==> config.mk <==
export PLATFORM = sky130hd
export DESIGN_NAME = bcd_7seg_scan
export DESIGN_NICKNAME = d
export VERILOG_FILES = /design/src/rtl/bcd_7seg_scan.sv
export SDC_FILE = /design/constraint.sdc
export NUM_CORES = 1
export LEC_CHECK = 0
export CAP_MARGIN = 20
export CORE_MARGIN = 5
export CORE_UTILIZATION = 45
export DETAILED_ROUTE_END_ITERATION = 8
export HOLD_SLACK_MARGIN = 0.06
export PLACE_DENSITY = 0.68
export REMOVE_ABC_BUFFERS = 1
export SETUP_SLACK_MARGIN = 0.3
export SYNTH_ARGS = -nofsm -noshare
export SYNTH_HDL_FRONTEND = slang
export SYNTH_SLANG_ARGS = --single-unit
==> constraint.sdc <==
create_clock -name clk -period 2.7 [get_ports clk]
set_input_delay 0.405 -clock clk [delete_from_list [all_inputs] [get_ports clk]]
set_output_delay 0.405 -clock clk [all_outputs]
set_load 0.005 [all_outputs]
==> src/rtl/bcd_7seg_scan.sv <==
// bcd_7seg_scan: time-multiplexed 3-digit 7-segment driver fed by a BCD converter.
// Captured values are double-buffered and moved to the display only at a scan-frame
// boundary, so a digit never shows a half-updated value.
// Optional build macro BCD_LEADING_ZERO_BLANK_EN: blank the leading zeros of the
// hundreds and tens digits (the ones digit is always shown).
//
// Scan state table:
//   state       | meaning
//   DIG_ONES    | units digit enabled (an[0])
//   DIG_TENS    | tens digit enabled (an[1])
//   DIG_HUND    | hundreds digit enabled (an[2]); leaving it closes a frame
//   DIG_ILLEGAL | unreachable; all digits off, next advance returns to DIG_ONES
module bcd_7seg_scan #(
  parameter int CLK_DIV        = 1000,
  parameter bit SEG_ACTIVE_LOW = 1'b1,
  parameter bit AN_ACTIVE_LOW  = 1'b1
) (
  input  logic       clk,
  input  logic       rst,
  input  logic       load,
  input  logic [3:0] ones,
  input  logic [3:0] tens,
  input  logic [1:0] hundreds,
  output logic [6:0] seg,
  output logic [2:0] an,
  output logic       frame
);

  localparam logic [15:0] PRE_LAST = 16'(CLK_DIV - 1);
  localparam logic [6:0]  SEG_OFF  = SEG_ACTIVE_LOW ? 7'h7F : 7'h00;
  localparam logic [2:0]  AN_OFF   = AN_ACTIVE_LOW ? 3'b111 : 3'b000;

  typedef enum logic [1:0] {
    DIG_ONES    = 2'd0,
    DIG_TENS    = 2'd1,
    DIG_HUND    = 2'd2,
    DIG_ILLEGAL = 2'd3
  } digit_t;

  // Segment patterns are active-high {g,f,e,d,c,b,a}; non-decimal codes show a dash.
  function automatic logic [6:0] decode_digit(input logic [3:0] v);
    logic [6:0] p;
    case (v)
      4'd0:    p = 7'b0111111;
      4'd1:    p = 7'b0000110;
      4'd2:    p = 7'b1011011;
      4'd3:    p = 7'b1001111;
      4'd4:    p = 7'b1100110;
      4'd5:    p = 7'b1101101;
      4'd6:    p = 7'b1111101;
      4'd7:    p = 7'b0000111;
      4'd8:    p = 7'b1111111;
      4'd9:    p = 7'b1101111;
      default: p = 7'b1000000;
    endcase
    return p;
  endfunction

  digit_t      state_q, state_d;
  logic [15:0] pre_q, pre_d;
  logic        adv;
  logic        boundary;

  // Buffers are packed {hundreds[1:0], tens[3:0], ones[3:0]}.
  logic [9:0]  pend_q, pend_d;
  logic        pend_valid_q, pend_valid_d;
  logic [9:0]  disp_q, disp_d;
  logic        frame_d;

  logic [3:0]  digit_val;
  logic        blank;
  logic [6:0]  seg_on;
  logic [2:0]  an_on;
  logic [6:0]  seg_d;
  logic [2:0]  an_d;

  logic [6:0]  seg_q;
  logic [2:0]  an_q;
  logic        frame_q;

  // Dwell prescaler: wraps after CLK_DIV cycles and requests a digit advance.
  always_comb begin
    adv   = (pre_q == PRE_LAST);
    pre_d = adv ? 16'd0 : pre_q + 16'd1;
  end

  // Scan state register.
  always_ff @(posedge clk or posedge rst) begin
    if (rst) begin
      state_q <= DIG_ONES;
      pre_q   <= 16'd0;
    end else begin
      state_q <= state_d;
      pre_q   <= pre_d;
    end
  end

  // Next scan state: ones -> tens -> hundreds -> ones on each advance.
  always_comb begin
    state_d = state_q;
    if (adv) begin
      case (state_q)
        DIG_ONES: state_d = DIG_TENS;
        DIG_TENS: state_d = DIG_HUND;
        default:  state_d = DIG_ONES;
      endcase
    end
  end

  // Frame boundary handling: pending moves to display only when leaving hundreds.
  always_comb begin
    boundary     = adv && (state_q == DIG_HUND);
    frame_d      = boundary && pend_valid_q;
    disp_d       = frame_d ? pend_q : disp_q;
    pend_d       = load ? {hundreds, tens, ones} : pend_q;
    pend_valid_d = pend_valid_q;
    if (frame_d) begin
      pend_valid_d = 1'b0;
    end
    if (load) begin
      pend_valid_d = 1'b1;
    end
  end

  // Scan outputs computed from the post-edge state so segments and enables move together.
  always_comb begin
    digit_val = disp_d[3:0];
    blank     = 1'b0;
    an_on     = 3'b000;
    case (state_d)
      DIG_ONES: begin
        digit_val = disp_d[3:0];
        an_on     = 3'b001;
      end
      DIG_TENS: begin
        digit_val = disp_d[7:4];
        an_on     = 3'b010;
`ifdef BCD_LEADING_ZERO_BLANK_EN
        blank     = (disp_d[9:4] == 6'd0);
`endif
      end
      DIG_HUND: begin
        digit_val = {2'b00, disp_d[9:8]};
        an_on     = 3'b100;
`ifdef BCD_LEADING_ZERO_BLANK_EN
        blank     = (disp_d[9:8] == 2'd0);
`endif
      end
      default: begin
        digit_val = 4'd0;
        an_on     = 3'b000;
        blank     = 1'b1;
      end
    endcase
    seg_on = blank ? 7'b0000000 : decode_digit(digit_val);
    seg_d  = SEG_ACTIVE_LOW ? ~seg_on : seg_on;
    an_d   = AN_ACTIVE_LOW ? ~an_on : an_on;
  end

  // Data buffers, frame pulse and registered display outputs.
  always_ff @(posedge clk or posedge rst) begin
    if (rst) begin
      pend_q       <= 10'd0;
      pend_valid_q <= 1'b0;
      disp_q       <= 10'd0;
      frame_q      <= 1'b0;
      seg_q        <= SEG_OFF;
      an_q         <= AN_OFF;
    end else begin
      pend_q       <= pend_d;
      pend_valid_q <= pend_valid_d;
      disp_q       <= disp_d;
      frame_q      <= frame_d;
      seg_q        <= seg_d;
      an_q         <= an_d;
    end
  end

  assign seg   = seg_q;
  assign an    = an_q;
  assign frame = frame_q;

endmodule

==> run_results.csv <==
group,metric,value,unit
run_status,run_status,"completed",
global_routing,grt-ovfl-total,0,
timing,worst_pin_slew,0.4470,ns
critical_path,cp.arrival,2.55,ns
timing,setup_slack,0.3610,ns
logic_synthesis,syn_avg_cell_area,10.15,um^2
timing,skew,0.006026,ns
placement,io_buffer_count,23,
global_routing,antenna_found_initial,0,
floorplan,ios,24,
final_layout,instances_no_fill,368,
timing,max-slew-margin-rel,70.11,%
routing,routed_wl,4802,um
final_layout,n_antenna_cell,0,
logic_synthesis,synthCells,251,
min_path,min_path_type,"input pin to asynchronous set/reset pin",
clock_tree,clock_sinks,50,
clock_tree,postCtsHoldBufs,0,
final_layout,fin_nets,315,
routing,drtIter0Drc,100,
timing,hold_viol_final,0,
job,maxCapViolations,0,
routing,drc_errors,0,
routing,routedWlPerCell,13.05,um
global_routing,grt_usage,13.66,%
final_layout,final_cell_mix,"nand2_1 (48), dfrtp_1 (37), clkdlybuf4s50_1 (23), buf_4 (20), nor2_1 (18)",
routing,drtPass1Iterations,4,
logic_synthesis,synthArstFlopShare,100.0,%
placement,routabilityCongestion,0.8444,
logic_synthesis,synth_edf_count,0,
placement,placed_area,2940,um^2
clock_tree,h-tree-depth,2,
logic_synthesis,syn_area,2547,um^2
final_layout,fin_area,3209,um^2
clock_tree,cts_max_path_buffers,2,
timing,rsz0062_at_grt,"yes",
timing,post-route-period-util,86.63,%
floorplan,start_util,46.26,%
placement,dp.cells,351,
critical_path,r2r_slack,0.36,ns
power_and_ir_drop,leakage,1.416,nW
routing,ant_nets,0,
critical_path,rr_worst_depth,8,
floorplan,die_y,85.24,um
final_layout,area_delta_synth_final,25.98,%
global_routing,grt_pass1_wl,8321,um
critical_path,worst_ep_required_time,2.91,ns
critical_path,cp_max_fo,4,
logic_synthesis,ys_seq_area_share,49.61,%
critical_path,cp-start-kind,"register",
critical_path,crit_path_cell_trace,"nor4b_4 > and4_4 > mux2_4 > o221ai_4 > inv_2 > ha_4 > nor3b_1 > o31ai_1",
timing,fin_setup_tns,0,ns
clock_tree,clk_latency,0.29,ns
global_routing,grt_pass1_vias,1855,
final_layout,fill_cells,442,
timing,finalCriticalPeriod,2.339,ns
clock_tree,clkTransAtPathRegs,0.09,ns
final_layout,drive_gt1_share,26.35,%
floorplan,die-area,7266,um^2
logic_synthesis,netlist-cell-type-count,46,
logic_synthesis,ys_seq_elements,50,
clock_tree,cts_buffers,5,
final_layout,layout_commonest_cell,"nand2_1",
power_and_ir_drop,ir_drop,0.2768,mV
timing,setup-violations-final,0,
placement,place_ws,0.09215,ns
clock_tree,cts_root_buf,"clkbuf_8",
logic_synthesis,synth_top_flop_cell,"dfrtp_1",
timing,timing.fmax,427.5,MHz
critical_path,timing.rr.start,"pre_q[4]",
timing,finalMaxSlewViolations,0,
clock_tree,tritoncts,"yes",
power_and_ir_drop,power_density,402.1,nW/um^2
critical_path,worstSetupEndpointType,"register",
critical_path,timing.rr.end,"seg[3]",
critical_path,crit_slowest_cell,"dfrtp_1",
routing,vias_per_cell,5.185,
routing,vias,1908,
floorplan,chipWidth,85.24,um
global_routing,grt_max_degree,51,
logic_synthesis,yosys_warnings,0,
timing,whs,0.4643,ns
critical_path,max_stage_delay,0.47,ns
critical_path,criticalPathCategory,"register to register",
floorplan,rows,27,
placement,place_hpwl,3293,um
floorplan,core,5507,um^2
[where the power goes]
part / switching [mW] / internal [mW]
sequential: 0.00980 / 0.764
clock: 0.247 / 0.211
combinational: 0.0247 / 0.0342
[area by class of cell]
cell class	count	area [um^2]	share of cell area (%)
tap	72	90.09	2.807
multi-input combinational	185	1281	39.92
inverter	7	26.28	0.8187
timing repair buffer	46	445.4	13.88
clock buffer	6	82.58	2.573
clock inverter	2	16.27	0.5068
sequential	50	1267	39.49
[how the worst max path moves through the flow]
stage | start | end | slack (ns) | cells after the start
floorplan | pre_q[0] | seg[3] | -0.25 | 9
finish | pre_q[4] | seg[3] | 0.36 | 8
global placement | pre_q[3] | seg[3] | 0.17 | 9
global route | pre_q[4] | seg[3] | 0.25 | 8
detailed placement | pre_q[3] | seg[3] | 0.09 | 9
CTS | pre_q[0] | seg[3] | 0.33 | 9
[through the flow]
stage	total power, mW	utilization (%)
6_report	1.291	58.28
5_1_grt	1.350	58.28
4_1_cts	1.312	56.17
3_5_place_dp	0.8483	53.40
3_3_place_gp	0.8459	53.40
2_1_floorplan	0.8151	-
[flip-flops by register name (all words and copies together), names as in the netlist]
name and count:
disp_q 10, frame 1, pend_q 10, pre_q 16, state_q 2, pend_valid_q 1, an 3, seg 7
[worst max-delay path: cells and delay by family, from the launching register on]
family          cells  cell delay [ns]
fa+ha+maj           1             0.22
compound gates      2             0.44
mux                 1             0.32
simple gates        3             0.71
flops               1             0.47
buf+inv             1             0.09
[what timing repair did]
action                                  in CTS  in global routing
buffers inserted                             3                  5
endpoints found under the setup margin       6                  7
gates resized for setup                      8                 13
pin swaps                                    3                  4
cloned                                       0                  1
[layer usage]
layer	wire length, um	GRT usage [%]	up-vias
li1	-	-	952
met1	2289	18.25	909
met2	2270	22.32	42
met3	200	2.621	5
met4	42	4.317	0
met5	0	0	-
[Yosys cell counts (all sizes together) (7+ instances only)]
cell type | instances | area [um^2]
clkbuf | 7 | 26.28
inv | 7 | 26.28
nand2 | 48 | 180.2
xor2 | 9 | 78.83
ha | 7 | 87.58
o21ai | 7 | 35.03
dfrtp | 40 | 1001
nand3 | 7 | 35.03
a21oi | 10 | 50.05
mux2 | 14 | 157.7
dfstp | 10 | 262.8
nor2 | 18 | 67.56
[kinds of logic (layout without fill, tap and decap cells)]
kind of cell	count (synthesis)	in the layout	synth area share, %
simple gates	113	113	23.13
flops	50	50	49.61
compound gates	33	33	8.399
mux	19	19	8.153
buf+inv	16	61	2.800
xor+xnor	13	13	4.470
fa+ha+maj	7	7	3.438
Power figures use the tool's default switching activity.
